--- src/rtl/sap1_display_pkg.sv ---
// Shared definitions for the output display driver.
//   - conv_state_t : double-dabble converter state encoding (IDLE/SHIFT/COMMIT)
//   - SEG_*        : active-low 7-segment codes, bit order {g,f,e,d,c,b,a}
//   - digit_to_seg : BCD digit to segment pattern; codes 10-15 map to blank
// Optional feature macro used by the top level: LEADING_ZERO_BLANK_EN.
package sap1_display_pkg;

  typedef enum logic [1:0] {
    ST_IDLE   = 2'd0,
    ST_SHIFT  = 2'd1,
    ST_COMMIT = 2'd2
  } conv_state_t;

  localparam logic [6:0] SEG_0     = 7'h40;
  localparam logic [6:0] SEG_1     = 7'h79;
  localparam logic [6:0] SEG_2     = 7'h24;
  localparam logic [6:0] SEG_3     = 7'h30;
  localparam logic [6:0] SEG_4     = 7'h19;
  localparam logic [6:0] SEG_5     = 7'h12;
  localparam logic [6:0] SEG_6     = 7'h02;
  localparam logic [6:0] SEG_7     = 7'h78;
  localparam logic [6:0] SEG_8     = 7'h00;
  localparam logic [6:0] SEG_9     = 7'h10;
  localparam logic [6:0] SEG_BLANK = 7'h7F;

  function automatic logic [6:0] digit_to_seg(input logic [3:0] d);
    logic [6:0] s;
    case (d)
      4'd0:    s = SEG_0;
      4'd1:    s = SEG_1;
      4'd2:    s = SEG_2;
      4'd3:    s = SEG_3;
      4'd4:    s = SEG_4;
      4'd5:    s = SEG_5;
      4'd6:    s = SEG_6;
      4'd7:    s = SEG_7;
      4'd8:    s = SEG_8;
      4'd9:    s = SEG_9;
      default: s = SEG_BLANK;
    endcase
    return s;
  endfunction

endpackage

--- src/rtl/bin_to_bcd_seq.sv ---
// Sequential double-dabble converter, one binary bit per clock.
// Ports:
//   clk_i, rst_i   : clock, synchronous active-high reset
//   start_i        : request a conversion of data_i
//   data_i         : binary value to convert (WIDTH bits)
//   busy_o         : converter is not idle
//   done_o         : high for the COMMIT cycle; bcd_o holds the result then
//   bcd_o          : BCD scratch, digit i in bits [4i+3:4i]
//   state_o        : current FSM state (debug visibility)
// Handshake: start_i is accepted on any edge where the state is IDLE or
// COMMIT; data_i is captured on that edge. In SHIFT start_i is ignored, so
// the caller must hold requests itself while busy.
module bin_to_bcd_seq
  import sap1_display_pkg::*;
#(
  parameter int WIDTH  = 8,
  parameter int DIGITS = 3
) (
  input  logic                  clk_i,
  input  logic                  rst_i,
  input  logic                  start_i,
  input  logic [WIDTH-1:0]      data_i,
  output logic                  busy_o,
  output logic                  done_o,
  output logic [4*DIGITS-1:0]   bcd_o,
  output conv_state_t           state_o
);

  localparam int CW = $clog2(WIDTH + 1);

  conv_state_t          state_q;
  logic [WIDTH-1:0]     bin_q;
  logic [4*DIGITS-1:0]  bcd_q;
  logic [CW-1:0]        cnt_q;
  logic [4*DIGITS-1:0]  bcd_adj;

  // Add-3 correction on every nibble >= 5 before the shift.
  always_comb begin
    bcd_adj = bcd_q;
    for (int i = 0; i < DIGITS; i++) begin
      if (bcd_q[4*i +: 4] >= 4'd5) begin
        bcd_adj[4*i +: 4] = bcd_q[4*i +: 4] + 4'd3;
      end
    end
  end

  always_ff @(posedge clk_i) begin
    if (rst_i) begin
      state_q <= ST_IDLE;
      bin_q   <= '0;
      bcd_q   <= '0;
      cnt_q   <= '0;
    end else begin
      case (state_q)
        ST_IDLE, ST_COMMIT: begin
          if (start_i) begin
            bin_q   <= data_i;
            bcd_q   <= '0;
            cnt_q   <= CW'(WIDTH);
            state_q <= ST_SHIFT;
          end else begin
            state_q <= ST_IDLE;
          end
        end
        ST_SHIFT: begin
          {bcd_q, bin_q} <= {bcd_adj[4*DIGITS-2:0], bin_q, 1'b0};
          cnt_q          <= cnt_q - CW'(1);
          if (cnt_q == CW'(1)) begin
            state_q <= ST_COMMIT;
          end
        end
        default: state_q <= ST_IDLE;
      endcase
    end
  end

  assign busy_o  = (state_q != ST_IDLE);
  assign done_o  = (state_q == ST_COMMIT);
  assign bcd_o   = bcd_q;
  assign state_o = state_q;

endmodule

--- src/rtl/out_display_driver.sv ---
// Output register reader: converts the loaded value to decimal and scans it
// onto a multiplexed common-anode 7-segment display.
// Ports:
//   mclk        : system clock
//   i_reset     : synchronous active-high reset
//   i_update    : single-cycle strobe, output register just loaded
//   i_data      : output register contents (WIDTH bits)
//   o_busy      : conversion in progress
//   o_anode     : active-low one-hot digit select, bit 0 = least significant
//   o_segments  : active-low segments {g,f,e,d,c,b,a}
// Optional feature: define LEADING_ZERO_BLANK_EN to blank leading zeros
// (digit 0 always shown).
module out_display_driver
  import sap1_display_pkg::*;
#(
  parameter int WIDTH    = 8,
  parameter int DIGITS   = 3,
  parameter int SCAN_DIV = 1024
) (
  input  logic              mclk,
  input  logic              i_reset,
  input  logic              i_update,
  input  logic [WIDTH-1:0]  i_data,
  output logic              o_busy,
  output logic [DIGITS-1:0] o_anode,
  output logic [6:0]        o_segments
);

  localparam int IW = (DIGITS > 1) ? $clog2(DIGITS) : 1;
  localparam int DW = $clog2(SCAN_DIV);

  logic                 conv_busy;
  logic                 conv_done;
  logic [4*DIGITS-1:0]  conv_bcd;
  conv_state_t          conv_state;
  logic                 conv_start;
  logic [WIDTH-1:0]     conv_data;

  logic                 pend_q;
  logic [WIDTH-1:0]     pend_data_q;
  logic [4*DIGITS-1:0]  buf_q;
  logic [DW-1:0]        div_q;
  logic [IW-1:0]        idx_q;
  logic [DIGITS-1:0]    anode_d;
  logic [6:0]           seg_d;
  logic [3:0]           cur_digit;
  logic                 cur_blank;

  bin_to_bcd_seq #(
    .WIDTH  (WIDTH),
    .DIGITS (DIGITS)
  ) u_conv (
    .clk_i   (mclk),
    .rst_i   (i_reset),
    .start_i (conv_start),
    .data_i  (conv_data),
    .busy_o  (conv_busy),
    .done_o  (conv_done),
    .bcd_o   (conv_bcd),
    .state_o (conv_state)
  );

  // In IDLE a fresh strobe wins over a stale pending value. In COMMIT only
  // the pending value restarts the engine; a strobe landing on the COMMIT
  // edge is parked in the pending register instead.
  always_comb begin
    conv_start = 1'b0;
    conv_data  = pend_data_q;
    if (conv_state == ST_IDLE) begin
      conv_start = i_update | pend_q;
      if (i_update) conv_data = i_data;
    end else if (conv_state == ST_COMMIT) begin
      conv_start = pend_q;
    end
  end

  always_ff @(posedge mclk) begin
    if (i_reset) begin
      pend_q      <= 1'b0;
      pend_data_q <= '0;
    end else if (conv_busy && i_update) begin
      pend_q      <= 1'b1;
      pend_data_q <= i_data;
    end else if (conv_start) begin
      pend_q      <= 1'b0;
    end
  end

  always_ff @(posedge mclk) begin
    if (i_reset) begin
      buf_q <= '0;
    end else if (conv_done) begin
      buf_q <= conv_bcd;
    end
  end

`ifdef LEADING_ZERO_BLANK_EN
  logic [DIGITS-1:0] blank_q;
  logic [DIGITS-1:0] blank_d;
  logic              seen_nz;

  // A digit is blank when it and every digit above it are zero.
  always_comb begin
    blank_d = '0;
    seen_nz = 1'b0;
    for (int i = DIGITS - 1; i >= 1; i--) begin
      if (conv_bcd[4*i +: 4] != 4'd0) seen_nz = 1'b1;
      blank_d[i] = ~seen_nz;
    end
  end

  // Reset mask matches a zero buffer.
  always_ff @(posedge mclk) begin
    if (i_reset) begin
      blank_q    <= '1;
      blank_q[0] <= 1'b0;
    end else if (conv_done) begin
      blank_q <= blank_d;
    end
  end
`endif

  always_comb begin
    anode_d   = '1;
    cur_digit = 4'd0;
    cur_blank = 1'b0;
    for (int i = 0; i < DIGITS; i++) begin
      if (idx_q == IW'(i)) begin
        anode_d[i] = 1'b0;
        cur_digit  = buf_q[4*i +: 4];
`ifdef LEADING_ZERO_BLANK_EN
        cur_blank  = blank_q[i];
`endif
      end
    end
    seg_d = cur_blank ? SEG_BLANK : digit_to_seg(cur_digit);
  end

  // Anode and segments load on the same edge so they never disagree.
  always_ff @(posedge mclk) begin
    if (i_reset) begin
      div_q      <= '0;
      idx_q      <= '0;
      o_anode    <= '1;
      o_segments <= SEG_BLANK;
    end else begin
      if (div_q == DW'(SCAN_DIV - 1)) begin
        div_q <= '0;
        idx_q <= (idx_q == IW'(DIGITS - 1)) ? '0 : idx_q + IW'(1);
      end else begin
        div_q <= div_q + DW'(1);
      end
      o_anode    <= anode_d;
      o_segments <= seg_d;
    end
  end

  assign o_busy = conv_busy;

endmodule

--- config.mk ---
export PLATFORM = sky130hd
export DESIGN_NAME = out_display_driver
export DESIGN_NICKNAME = d
export VERILOG_FILES = /design/src/rtl/sap1_display_pkg.sv /design/src/rtl/bin_to_bcd_seq.sv /design/src/rtl/out_display_driver.sv
export SDC_FILE = /design/constraint.sdc
export NUM_CORES = 1
export LEC_CHECK = 0
export BUFFER_PORTS_ARGS = -buffer_cell sky130_fd_sc_hd__buf_2
export CAP_MARGIN = 20
export CORE_UTILIZATION = 60
export DETAILED_ROUTE_END_ITERATION = 10
export GPL_TIMING_DRIVEN = 1
export PLACE_DENSITY = 0.78
export SLEW_MARGIN = 40
export SYNTH_ARGS = -nofsm -noshare
export SYNTH_HDL_FRONTEND = slang
export SYNTH_SLANG_ARGS = --single-unit
--- constraint.sdc ---
create_clock -name mclk -period 3.3 [get_ports mclk]
set_input_delay 0.66 -clock mclk [delete_from_list [all_inputs] [get_ports mclk]]
set_output_delay 0.66 -clock mclk [all_outputs]
set_load 0.01 [all_outputs]
# Word-level counts from Yosys, hierarchy flattened
# Memories as Yosys holds them, arrays and structs flattened. A register that Yosys moved wholly into a read port is not among the register bits.
# Index checks and enable logic that the tools add are counted.
classes:
  addsub: 6
  magnitude_cmp: 3
  n_eq_ne: 8
  mux: 25
  n_bitwise: 1
  reduce_logical: 9
ops:
  columns: ["operator", "count"]
  rows:
  - ["two-way mux 4 bit", 6]
  - ["two-way mux 8 bit", 3]
  - ["case mux 12 bit (2 select lines)", 1]
  - ["case mux 8 bit (2 select lines)", 1]
  - [">= comparator 4 x 3 -> 1 bit, second input constant", 3]
  - ["two-way mux 12 bit", 1]
  - ["adder 10 x 1 -> 10 bit, second input constant", 1]
  - ["equality test 10 bit, second input constant", 1]
  - ["adder 4 x 2 -> 4 bit, second input constant", 2]
  - ["two-way mux 1 bit", 8]
  - ["case mux 4 bit (2 select lines)", 1]
  - ["nonzero test 2 bit", 3]
  - ["equality test 2 x 1 -> 1 bit, second input constant", 2]
  - ["equality test 2 bit, second input constant", 2]
  - ["equality test 4 x 1 -> 1 bit, second input constant", 1]
  - ["zero test 2 bit", 2]
  - ["two-way mux 2 bit", 2]
  - ["case mux 2 bit (2 select lines)", 1]
  - ["OR reduction 2 bit", 2]
  - ["subtractor 4 x 1 -> 4 bit, second input constant", 1]
  - ["adder 3 x 2 -> 3 bit, second input constant", 1]
  - ["two-way mux 3 bit", 1]
  - ["adder 2 x 1 -> 2 bit, second input constant", 1]
  - ["inequality test 2 x 1 -> 1 bit, second input constant", 1]
  - ["4 further kinds", 4]
totals:
  reg_bits: 62
  mem_bits_ro: 112
  inputBits: 11
  output_inout_bits: 11
  word_cells: 63
  memories: 1
memory_table:
  columns: ["memory", "depth", "width", "read_ports", "rd_ports_with_merged_regs", "write_ports", "line", "text"]
  rows:
  - ["(name not given)", 16, 7, 1, 1, 0, "sap1_display_pkg.sv:28", "case (d)"]

# Logic depth before layout (Yosys ltp)
# Gate-level depths: netlist of run 1.
logic_depth:
  depth_word: 5
  ltp_mapped: 7
  ltp_nobuf: 7

# Cells and area by module
# From an unflattened synthesis of run 1, not the netlist that was laid out.
hier_totals:
  cells_unflattened: 329
  hier_area_um2: 3253.1
modules_own_cells:
  columns: ["mod", "n_inst", "cells_per_inst", "area_per_inst_um2", "seq_area_each_um2"]
  rows:
  - ["out_display_driver", 1, 192, 1938.1, 860.8]
  - ["bin_to_bcd_seq", 1, 137, 1315.0, 520.5]

# Worst setup path after synthesis of run 1
# No wires, ideal clock.
synth_path:
  path_type: "input to register"
  startpoint: "in i_update"
  endpoint: "reg u_conv.bcd_q[2], in the netlist u_conv.bcd_o[2]"
  setup_time_ps: 70
  arrival_ps: 1636
  t_required_ps: 3230
  path_slack_ps: 1594
  stages: 6
  n_path_buf: 2
  path_cell_list: "buf_2 o21bai_4 a21boi_2 buf_2 nand2_1 a21oi_1"
synth_between:
  elab_chain_cells: 4
synth_rtl:
  columns: ["element", "line", "text"]
  rows:
  - ["start: declaration", "out_display_driver.sv:22", "input logic i_update,"]
  - ["OR 1 bit", "out_display_driver.sv:70", "conv_start = i_update | pend_q;"]
  - ["two-way mux 1 bit", "out_display_driver.sv:69", "if (conv_state == ST_IDLE) begin"]
  - ["inequality test 2 bit (no line)", null, null]
  - ["AND reduction 2 bit (no line)", null, null]
  - ["end signal: assignment", "bin_to_bcd_seq.sv:66", "{bcd_q, bin_q} <= {bcd_adj[4*DIGITS-2:0], bin_q, 1'b0};"]
  - ["end: declaration", "bin_to_bcd_seq.sv:33", "logic [4*DIGITS-1:0] bcd_q;"]
# Every way passes these cells.
# A chain may end at the register's enable or synchronous reset.

# Final worst setup path of run 1
layout_path:
  startpoint: "reg u_conv.state_q[0], in the netlist u_conv.state_o[0]"
  endpoint: "out o_busy"
layout_between:
  elab_chain_cells: 1
layout_rtl:
  columns: ["element", "line", "text"]
  rows:
  - ["start: declaration", "bin_to_bcd_seq.sv:31", "conv_state_t state_q;"]
  - ["start signal: assignment", "bin_to_bcd_seq.sv:49", "state_q <= ST_IDLE;"]
  - ["start signal: assignment", "bin_to_bcd_seq.sv:60", "state_q <= ST_SHIFT;"]
  - ["start signal: assignment", "bin_to_bcd_seq.sv:62", "state_q <= ST_IDLE;"]
  - ["nonzero test 2 bit", "bin_to_bcd_seq.sv:77", "assign busy_o = (state_q != ST_IDLE);"]
  - ["end: declaration", "out_display_driver.sv:24", "output logic o_busy,"]
# Every way passes these cells.

==> flow_summary.ini, run 1 <==
[yosys]
synth.ff_latch_count = 69
synth.most_common_cell = sky130_fd_sc_hd__dfxtp_1
ys_seq_area_frac = 0.442
postSynthCellCount = 362
syn_area_sq_mm = 0.00312
ys_dominant_reg_cell = sky130_fd_sc_hd__dfxtp_1
synth_fp_nets = 383
netlist.area_leader.share = 0.442
synth_commonest_cells = sky130_fd_sc_hd__dfxtp_1, sky130_fd_sc_hd__nand2_1, sky130_fd_sc_hd__nor2_1
synth_async_sr_flop_share = 0
yosysWarnings = 0
postSynthAreaPerCell_sq_um = 8.63
post_synth_num_cell_types = 44
synth-edff-count = 0
synth_top_area_cell = sky130_fd_sc_hd__dfxtp_1
yosys-top-cells-area = sky130_fd_sc_hd__dfxtp_1, sky130_fd_sc_hd__nand2_1, sky130_fd_sc_hd__nor2_1, sky130_fd_sc_hd__a21oi_1, sky130_fd_sc_hd__mux2i_1

[hold_path]
worst_hold_path_type = reg -> reg
whs_path_depth = 2

[detailed_routing]
drt_pass1_iterations = 4
route.antenna.remaining_nets = 0
drc_marker_count_from_the_first_detailed_route_iteration = 93
wl_mm = 5.69
route.detailed.wl_per_inst_microns = 12.7
via_per_inst = 5.51
route.vias.total = 2480
remaining_drc_errors = 0

[critical_path]
critPathArrivalTime_ps = 1570
worst-r2r-cell-count = 5
timing.critical_path.from_type = flop
endpoint_kind = primary output
setup.worst_path.class = reg -> out
cp_data_required_time_ps = 2640
critPathMaxFanout = 14

[sta]
fin_crit_ps = 2230
slew_violations = 0
rsz0062_at_grt = no
highest_clock_rate_ghz = 0.448
final.setup.tns_ps = 0
setup_viol_count_final = 0
post_route_worst_hold_slack_ps = 454
hold_violations = 0
slew_headroom = 0.502
max_slew.worst_pin.slew_ps = 744
skew_ps = 9.30
final_cycle_share = 0.677

[power_and_ir_drop]
power_switching_uw = 431
ir_worst_vdd_v = 0.000413
power.share.clock = 0.406
power_report.internal_total_mw = 1.31
fraction_of_power_consumed_by_combinational_cells = 0.084
pwr_density_cell_mw_per_mm2 = 504
p_sw_frac = 0.248
cellLeakagePower_nw = 1.31
seqPwrFrac = 0.511

[cts]
cts.reportedPaths.clkPinSlew_ps = 70
cts.sinks = 69
clock-root-buffer = sky130_fd_sc_hd__clkbuf_8
cts_tree = yes
clkLatencyLatePin_ps = 340
cts.repair_timing.setup_buffer_count = 0
cts_buffers = 9
post_cts_resize_count = 0
cts-root-to-sink-buffers = 2
htree_levels = 3
cts-hold-fix-buffers = 0

[global_route]
first_global_vias = 2184
globalRoute.totalOverflow = 0
grt.total_usage = 0.229
grt_use_met2 = 0.377
groute.layer.met1.usage = 0.287
grt_antenna_before_repair = 0
gr-max-usage-layer = met2
grt_max_degree = 37
gr-usage-met3 = 0.0379
grt_first_pass_wirelength_mm = 9.61

[cells_and_area]
final_cell_utilization_of_the_core = 0.708
final-instance-count-excl-fill = 450
nets_final = 399
antenna_cells_inserted = 0
layout.filler_cells = 397
layout-drive-gt1-share = 0.136
areaGrowthSynthToFinish_pct = 10.6

[die]
die_w_microns = 74.2
cell_row_count = 25
design.die.area_sq_mm = 0.00550
core_area_sq_mm = 0.00488
die_extent_in_y_microns = 74.2
initial_utilization = 0.640
floorplan.io_pins = 22

[flow_run]
timing.max_cap.violations = 0

[place]
place.detailed.instances = 434
port-buffer-count = 21
dp_wirelength_mm = 3.95
gp_routability_congestion = 0.891

[run_status]
status = finished, final reports clean
## routing by layer
layer  share of wire  wire length (microns)
met5               0                      0
met4           0.022                    128
met3           0.034                    193
met2            0.47                   2660
met1            0.48                   2720
## sequential cells by signal (all words and copies together), names as in the netlist
name and cells:
div_q 10, o_anode 3, idx_q 2, u_conv.state_o 2
buf_q 12, o_segments 7, pend_data_q 8, u_conv.bcd_o 12
pend_q 1, u_conv.bin_q 8, u_conv.cnt_q 4
## final cells by class
cell class | count | area (sq um) | share of cell area
multi-input combinational | 259 | 1600 | 0.463
sequential | 69 | 1380 | 0.400
clock buffer | 11 | 151 | 0.0438
timing repair buffer | 23 | 120 | 0.0348
tap | 67 | 83.8 | 0.0243
inverter | 16 | 60.1 | 0.0174
clock inverter | 5 | 58.8 | 0.0170
## final timing paths
path	from	endpoint	slack (ps)
max reg2reg	idx_q[0]$_SDFFE_PP0N_	o_segments[6]$_SDFF_PP1_	1340
min reg2reg	buf_q[6]$_SDFFE_PP0N_	buf_q[6]$_SDFFE_PP0N_	450
min	buf_q[6]$_SDFFE_PP0N_	buf_q[6]$_SDFFE_PP0N_	450
max	u_conv.state_o[0]$_SDFFE_PP0P_	o_busy	1070
## critical path, cell delays in order (launching register included)
cell and delay [ps]:
sky130_fd_sc_hd__dfxtp_1 670, sky130_fd_sc_hd__inv_1 230, sky130_fd_sc_hd__nand2_1 180, sky130_fd_sc_hd__buf_2 150
## metrics by stage
stage / total power [mW] / area, sq um / setup WS [ps]
CTS: 1.75 / 3460 / 1100
global route: 1.81 / 3460 / 998
finish: 1.74 / 3460 / 1070
detailed placement: 1.05 / 3250 / 1250
global placement: 1.05 / 3250 / 1280
floorplan: 1.01 / 3120 / 1590
## power by group through the flow
stage	combinational [mW]	clock [mW]	sequential, mW
after floorplan	0.113	0	0.901
after global placement	0.143	0	0.907
after detailed placement	0.146	0	0.908
after CTS	0.147	0.719	0.889
after global routing	0.166	0.751	0.894
final	0.146	0.707	0.889
## placed cells by master (no fill, tap or decap), drive strengths merged, types with 2 or more instances in the layout
| master | count |
|---|---|
| inv | 16 |
| o211ai | 8 |
| nor2b | 3 |
| o22ai | 3 |
| a21o | 3 |
| or2 | 3 |
| a211oi | 2 |
| dfxtp | 69 |
| nand4 | 2 |
| xor2 | 4 |
| nand3 | 8 |
| xnor2 | 7 |
| o21ai | 17 |
| buf | 23 |
| nand2b | 6 |
| a32oi | 2 |
| nor4 | 2 |
| nand2 | 48 |
| mux2i | 15 |
| a21oi | 34 |
| nor3 | 7 |
| o21bai | 3 |
| clkinvlp | 2 |
| ha | 10 |
| clkinv | 2 |
| or3 | 4 |
| a22oi | 11 |
| o2bb2ai | 3 |
| clkbuf | 11 |
| nor2 | 48 |
## cell families (layout without fill, tap and decap cells)
group                      Yosys count  in the layout  synth area share
and+or+nand+nor                    133            133             0.189
muxes                               16             16            0.0529
buffers and inverters               34             55            0.0457
xor gates and xnor gates            11             11            0.0308
adders and majority gates           10             10            0.0400
DFF                                 69             69             0.442
AOI/OAI and AO/OA                   89             89             0.199
No activity file was read; power rests on OpenSTA's default activity.
==> run 2, diff against run 1 <==
--- a/config.mk
+++ b/config.mk
@@ -5,12 +5,13 @@
 export SDC_FILE = /design/constraint.sdc
 export NUM_CORES = 1
 export LEC_CHECK = 0
+export ABC_AREA = 1
 export BUFFER_PORTS_ARGS = -buffer_cell sky130_fd_sc_hd__buf_2
 export CAP_MARGIN = 20
-export CORE_UTILIZATION = 60
+export CORE_UTILIZATION = 54
 export DETAILED_ROUTE_END_ITERATION = 10
 export GPL_TIMING_DRIVEN = 1
-export PLACE_DENSITY = 0.78
+export PLACE_DENSITY = 0.74
 export SLEW_MARGIN = 40
 export SYNTH_ARGS = -nofsm -noshare
 export SYNTH_HDL_FRONTEND = slang
==> constraint.sdc (replaced) <==
create_clock -name mclk -period 2 [get_ports mclk]
set_input_delay 0.4 -clock mclk [delete_from_list [all_inputs] [get_ports mclk]]
set_output_delay 0.4 -clock mclk [all_outputs]
set_load 0.01 [all_outputs]
==> flow_summary.ini, run 2 <==
[sta]
fin_crit_ps = 1540
max_slew.worst_pin.slew_ps = 403
rsz0062_at_grt = no
hold_violations = 0
setup_viol_count_final = 0
slew_headroom = 0.731
skew_ps = 7.04
final_cycle_share = 0.771
slew_violations = 0
setup_ws_ps = 458
final.setup.tns_ps = 0
highest_clock_rate_ghz = 0.649
post_route_worst_hold_slack_ps = 296

[place]
dp_wirelength_mm = 4.22
port-buffer-count = 21
dpl_worst_slack_ps = 520
gp_routability_congestion = 0.797
place.detailed.instances = 513

[detailed_routing]
route.vias.total = 2680
remaining_drc_errors = 0
via_per_inst = 5.07
drc_marker_count_from_the_first_detailed_route_iteration = 133
drt_pass1_iterations = 4
wl_mm = 5.99
route.antenna.remaining_nets = 0
route.detailed.wl_per_inst_microns = 11.3

[yosys]
synth.ff_latch_count = 69
yosysWarnings = 0
ys_seq_area_frac = 0.438
synth-edff-count = 0
ys_dominant_reg_cell = sky130_fd_sc_hd__dfxtp_1
synth_commonest_cells = sky130_fd_sc_hd__nand2_1, sky130_fd_sc_hd__dfxtp_1, sky130_fd_sc_hd__inv_1
synth_top_area_cell = sky130_fd_sc_hd__dfxtp_1
netlist.area_leader.share = 0.438
synth_async_sr_flop_share = 0
syn_area_sq_mm = 0.00315
postSynthAreaPerCell_sq_um = 7.35
post_synth_num_cell_types = 32
postSynthCellCount = 429
synth_fp_nets = 450
synth.most_common_cell = sky130_fd_sc_hd__nand2_1
yosys-top-cells-area = sky130_fd_sc_hd__dfxtp_1, sky130_fd_sc_hd__nand2_1, sky130_fd_sc_hd__a21oi_1, sky130_fd_sc_hd__inv_1, sky130_fd_sc_hd__nand3_1

[cts]
cts-root-to-sink-buffers = 2
clock-root-buffer = sky130_fd_sc_hd__clkbuf_8
htree_levels = 3
cts_buffers = 9
cts.repair_timing.setup_buffer_count = 0
clkLatencyLatePin_ps = 350
cts-hold-fix-buffers = 0
cts_tree = yes
cts.reportedPaths.clkPinSlew_ps = 70
cts.sinks = 69
post_cts_resize_count = 0

[critical_path]
timing.critical_path.from_type = flop
path_buf_inv = 2
critical_path.top_delay_family = flip-flops
worst_path_max_stage_delay_ps = 380
endpoint_kind = primary output
setup.worst_path.class = reg -> out
path_cells = nor2_2 -> inv_1 -> buf_2
critPathArrivalTime_ps = 1140
cp_data_required_time_ps = 1600
cpMaxStageDelayCell = sky130_fd_sc_hd__dfxtp_1
critPathMaxFanout = 4

[global_route]
grt_max_degree = 24
grt.total_usage = 0.216
grt_antenna_before_repair = 0
first_global_vias = 2436
globalRoute.totalOverflow = 0
grt_first_pass_wirelength_mm = 10.5

[power_and_ir_drop]
ir_worst_vdd_v = 0.000449
cellLeakagePower_nw = 1.56
seqPwrFrac = 0.489
fraction_of_power_consumed_by_combinational_cells = 0.115
power_report.internal_total_mw = 2.26
p_sw_frac = 0.256
power.share.clock = 0.397
pwr_density_cell_mw_per_mm2 = 865
power_switching_uw = 780

[run_status]
status = finished, final reports clean

[die]
die_w_microns = 78.4
cell_row_count = 27
design.die.area_sq_mm = 0.00615
initial_utilization = 0.565
core_area_sq_mm = 0.00557
floorplan.io_pins = 22
die_extent_in_y_microns = 78.4

[cells_and_area]
nets_final = 473
areaGrowthSynthToFinish_pct = 11.6
antenna_cells_inserted = 0
layout.cells.most_common_list = sky130_fd_sc_hd__nand2_1, sky130_fd_sc_hd__dfxtp_1, sky130_fd_sc_hd__inv_1
final-instance-count-excl-fill = 529
mostFrequentLayoutCell = sky130_fd_sc_hd__nand2_1
layout-drive-gt1-share = 0.123

[flow_run]
timing.max_cap.violations = 0

[hold_path]
worst_hold_path_type = in -> reg
==> run 2: cell count changes in the layout (fill, tap and decap cells not counted), moves of 4 or more <==
| cell | delta |
|---|---|
| sky130_fd_sc_hd__nand2_1 | +53 |
| sky130_fd_sc_hd__inv_1 | +36 |
| sky130_fd_sc_hd__nand3_1 | +24 |
| sky130_fd_sc_hd__nor2_1 | -15 |
| sky130_fd_sc_hd__mux2i_1 | -14 |
| sky130_fd_sc_hd__o21ai_0 | +12 |
| sky130_fd_sc_hd__a22oi_1 | -11 |
| sky130_fd_sc_hd__a21oi_1 | +8 |
| sky130_fd_sc_hd__nand2b_1 | -6 |
| sky130_fd_sc_hd__xnor2_1 | -6 |
| sky130_fd_sc_hd__o21ai_1 | +5 |
| sky130_fd_sc_hd__nor2_2 | +4 |
| sky130_fd_sc_hd__nor3_1 | -4 |
| sky130_fd_sc_hd__or3_1 | -4 |
==> run 2: final timing paths <==
path / cells past startpoint / slack, ps / end / from
worst max-delay path: 3 / 460 / o_busy / u_conv.state_o[1]$_SDFFE_PP0P_
worst min-delay path: 3 / 300 / pend_data_q[0]$_SDFFE_PP0P_ / i_data[0]
worst max register to register: 8 / 510 / idx_q[1]$_SDFFE_PP0N_ / div_q[0]$_SDFF_PP0_
worst min register to register: 1 / 450 / div_q[0]$_SDFF_PP0_ / div_q[0]$_SDFF_PP0_
==> run 2: cells by family after synthesis <==
kind of cell | synth area share
XOR/XNOR | 0.0111
adder cells (fa/ha/maj) | 0.0397
flip-flops | 0.438
AO/OA/AOI/OAI | 0.158
buffers and inverters | 0.0917
AND/OR/NAND/NOR | 0.261
==> run 2: final cells by class <==
class | instances | area (sq um)
Tap cell | 72 | 90.1
Fill cell | 499 | 2060
Timing Repair Buffer | 26 | 143
Multi-Input combinational cell | 290 | 1480
Clock buffer | 11 | 131
Inverter | 56 | 215
Sequential cell | 69 | 1380
Clock inverter | 5 | 75.1
==> run 2: power groups by stage <==
| stage | Clock [mW] | Sequential, mW | Combinational, mW |
|---|---|---|---|
| 5_1_grt | 1.29 | 1.50 | 0.400 |
| 2_1_floorplan | 0 | 1.52 | 0.275 |
| 4_1_cts | 1.23 | 1.49 | 0.354 |
| 3_3_place_gp | 0 | 1.52 | 0.342 |
| 6_report | 1.21 | 1.49 | 0.350 |
| 3_5_place_dp | 0 | 1.52 | 0.350 |
==> run 2: per-layer routing <==
layer  wire [microns]  part of all wire  vias up  track usage
li1                 -                 -     1436            -
met1             2970              0.50     1189        0.270
met2             2730              0.46       45        0.354
met3              199             0.033       10       0.0419
met4               89             0.015        0        0.107
met5                0                 0        -            0
==> run 2: worst register-to-register path, delay by kind of cell (launching register included) <==
| kind | cells | cell delay, ps |
|---|---|---|
| buf+inv | 1 | 40 |
| simple gates | 6 | 830 |
| flops | 1 | 360 |
| fa+ha+maj | 1 | 170 |
==> run 2: through the flow <==
stage               area, sq um   util  power [mW]
CTS                        3520  0.631        3.07
global route               3520  0.631        3.18
floorplan                  3150      -        1.79
finish                     3520  0.631        3.04
detailed placement         3310  0.594        1.87
global placement           3310  0.594        1.86
==> run 3, diff against run 2 <==
--- a/config.mk
+++ b/config.mk
@@ -5,7 +5,7 @@
 export SDC_FILE = /design/constraint.sdc
 export NUM_CORES = 1
 export LEC_CHECK = 0
-export ABC_AREA = 1
+export ABC_AREA = 0
 export BUFFER_PORTS_ARGS = -buffer_cell sky130_fd_sc_hd__buf_2
 export CAP_MARGIN = 20
 export CORE_UTILIZATION = 54
==> constraint.sdc (replaced) <==
create_clock -name mclk -period 1.4 [get_ports mclk]
set_input_delay 0.28 -clock mclk [delete_from_list [all_inputs] [get_ports mclk]]
set_output_delay 0.28 -clock mclk [all_outputs]
set_load 0.01 [all_outputs]
==> flow_summary.ini, run 3 (same netlist as run 1, synthesis figures left out) <==
[power_and_ir_drop]
power_switching_mw = 1.03
seqPwrFrac = 0.505
power_report.internal_total_mw = 3.10
pwr_density_cell_mw_per_mm2 = 1020
design_power_total_mw = 4.13
p_sw_frac = 0.249
ir_worst_vdd_v = 0.000783
cellLeakagePower_nw = 1.59
power.share.clock = 0.384
fraction_of_power_consumed_by_combinational_cells = 0.110

[die]
floorplan.io_pins = 22
initial_utilization = 0.564
core_area_sq_mm = 0.00554
die_w_microns = 78.1
cell_row_count = 27
die_extent_in_y_microns = 78.1
design.die.area_sq_mm = 0.00609

[detailed_routing]
via_per_inst = 5.43
remaining_drc_errors = 0
wl_mm = 6.96
route.vias.total = 2708
drt_pass1_iterations = 4
drc_marker_count_from_the_first_detailed_route_iteration = 121
route.detailed.wl_per_inst_microns = 14.0
route.antenna.remaining_nets = 0

[place]
dp_wirelength_mm = 4.52
port-buffer-count = 21
detailed_place.area_sq_mm = 0.00359
gp_routability_congestion = 0.776

[sta]
rsz0062_at_grt = yes
final_cycle_share = 1.07
skew_ps = 6.76
setup_viol_count_final = 9
slew_violations = 0
fin_crit_ps = 1500
hold_violations = 0
slew_headroom = 0.733
setup_ws_ps = -101
max_slew.worst_pin.slew_ps = 400
highest_clock_rate_ghz = 0.666
post_route_worst_hold_slack_ps = 194

[critical_path]
path_cells = mux2i_2 -> o2bb2ai_4 -> nor2_4 -> a21oi_1 -> or3_1
critPathArrivalTime_ps = 1720
path_buf_inv = 0
critical_path.top_delay_family = simple AND/OR/NAND/NOR gates
timing.critical_path.from_type = flop
setup.worst_path.class = reg -> reg
cpMaxStageDelayCell = sky130_fd_sc_hd__dfxtp_4
critPathMaxFanout = 6
worst_path_max_stage_delay_ps = 390
crit-reg2reg-launch = idx_q[0]$_SDFFE_PP0N_
critical_path.startpoint = idx_q[0]$_SDFFE_PP0N_
cp_data_required_time_ps = 1620
endpoint_kind = flop

[cts]
cts-hold-fix-buffers = 0
cts.reportedPaths.clkPinSlew_ps = 70
cts-root-to-sink-buffers = 2
clock-root-buffer = sky130_fd_sc_hd__clkbuf_8
clkLatencyLatePin_ps = 340
cts_tree = yes
cts_buffers = 9
htree_levels = 3
cts.sinks = 69

[flow_run]
timing.max_cap.violations = 0

[cells_and_area]
mostFrequentLayoutCell = sky130_fd_sc_hd__dfxtp_1
final_cell_utilization_of_the_core = 0.731
layout.area.seq_sq_mm = 0.00140
antenna_cells_inserted = 0
layout.filler_cells = 418
multi_input_area_sq_mm = 0.00184
final_cell_area_sq_mm = 0.00405
layout.cells.most_common_list = sky130_fd_sc_hd__dfxtp_1, sky130_fd_sc_hd__nand2_1, sky130_fd_sc_hd__nor2_1
layout-drive-gt1-share = 0.326
areaGrowthSynthToFinish_pct = 29.7
nets_final = 443

[hold_path]
hold_start = i_data[4]
worst_hold_path_type = in -> reg

[global_route]
grt.total_usage = 0.230
globalRoute.totalOverflow = 0
first_global_vias = 2579
grt_max_degree = 35
grt_antenna_before_repair = 0
grt_first_pass_wirelength_mm = 11.1

[run_status]
violations_in_the_final_reports = setup timing
status = complete, but fails checks
-- run 3: cell count changes in the layout (fill, tap and decap cells not counted), moves of 13 or more --
cell and delta:
sky130_fd_sc_hd__nand2_1 -53, sky130_fd_sc_hd__buf_4 +36, sky130_fd_sc_hd__nand3_1 -26, sky130_fd_sc_hd__a21oi_1 -13, sky130_fd_sc_hd__inv_1 -43
-- run 3: power groups by stage --
stage,logic [mW],clock network (mW),registers (mW)
2_1_floorplan,0.268,0,2.13
3_3_place_gp,0.419,0,2.12
3_5_place_dp,0.433,0,2.12
4_1_cts,0.436,1.61,2.08
5_1_grt,0.505,1.69,2.09
6_report,0.456,1.59,2.08
-- run 3: metrics by stage --
stage | cells | setup WS, ps | setup TNS (ps)
global placement | 475 | -70.3 | -259
CTS | 495 | -103 | -396
floorplan | 362 | -27.4 | -87.6
global route | 499 | -174 | -1540
finish | 499 | -101 | -535
detailed placement | 475 | -189 | -766
-- run 3: path summary, 6_finish.rpt --
| kind | cells after the start | slack (ps) | end |
|---|---|---|---|
| setup reg to reg | 5 | -100 | o_segments[4]$_SDFF_PP1_ |
| hold reg to reg | 2 | 470 | buf_q[7]$_SDFFE_PP0N_ |
| setup / recovery | 5 | -100 | o_segments[4]$_SDFF_PP1_ |
| hold / removal | 3 | 190 | pend_data_q[4]$_SDFFE_PP0P_ |
-- run 3: final cells by class --
class	count	area share
Inverter	16	0.0148
Tap cell	72	0.0222
Sequential cell	69	0.345
Timing Repair Buffer	67	0.118
Multi-Input combinational cell	259	0.453
Clock buffer	11	0.0349
Clock inverter	5	0.0123
-- run 3: repair_timing --
| action | 4_1_cts | 5_1_grt |
|---|---|---|
| setup buffers | 4 | 4 |
| cloned | 0 | 0 |
| pin swaps | 5 | 20 |
| setup endpoints to repair | 12 | 29 |
| resized for setup | 19 | 37 |
-- run 3: layer usage --
layer  global-route usage  vias up  share of wire
li1                     -     1360              -
met1                0.261     1288           0.44
met2                0.412       47           0.51
met3               0.0407       13          0.027
met4                0.119        0          0.020
met5                    0        -              0
-- run 3: worst min-delay path, cell delays in order --
cell                      delay, ps
sky130_fd_sc_hd__buf_2           90
sky130_fd_sc_hd__mux2i_1         60
sky130_fd_sc_hd__nor2_1          70
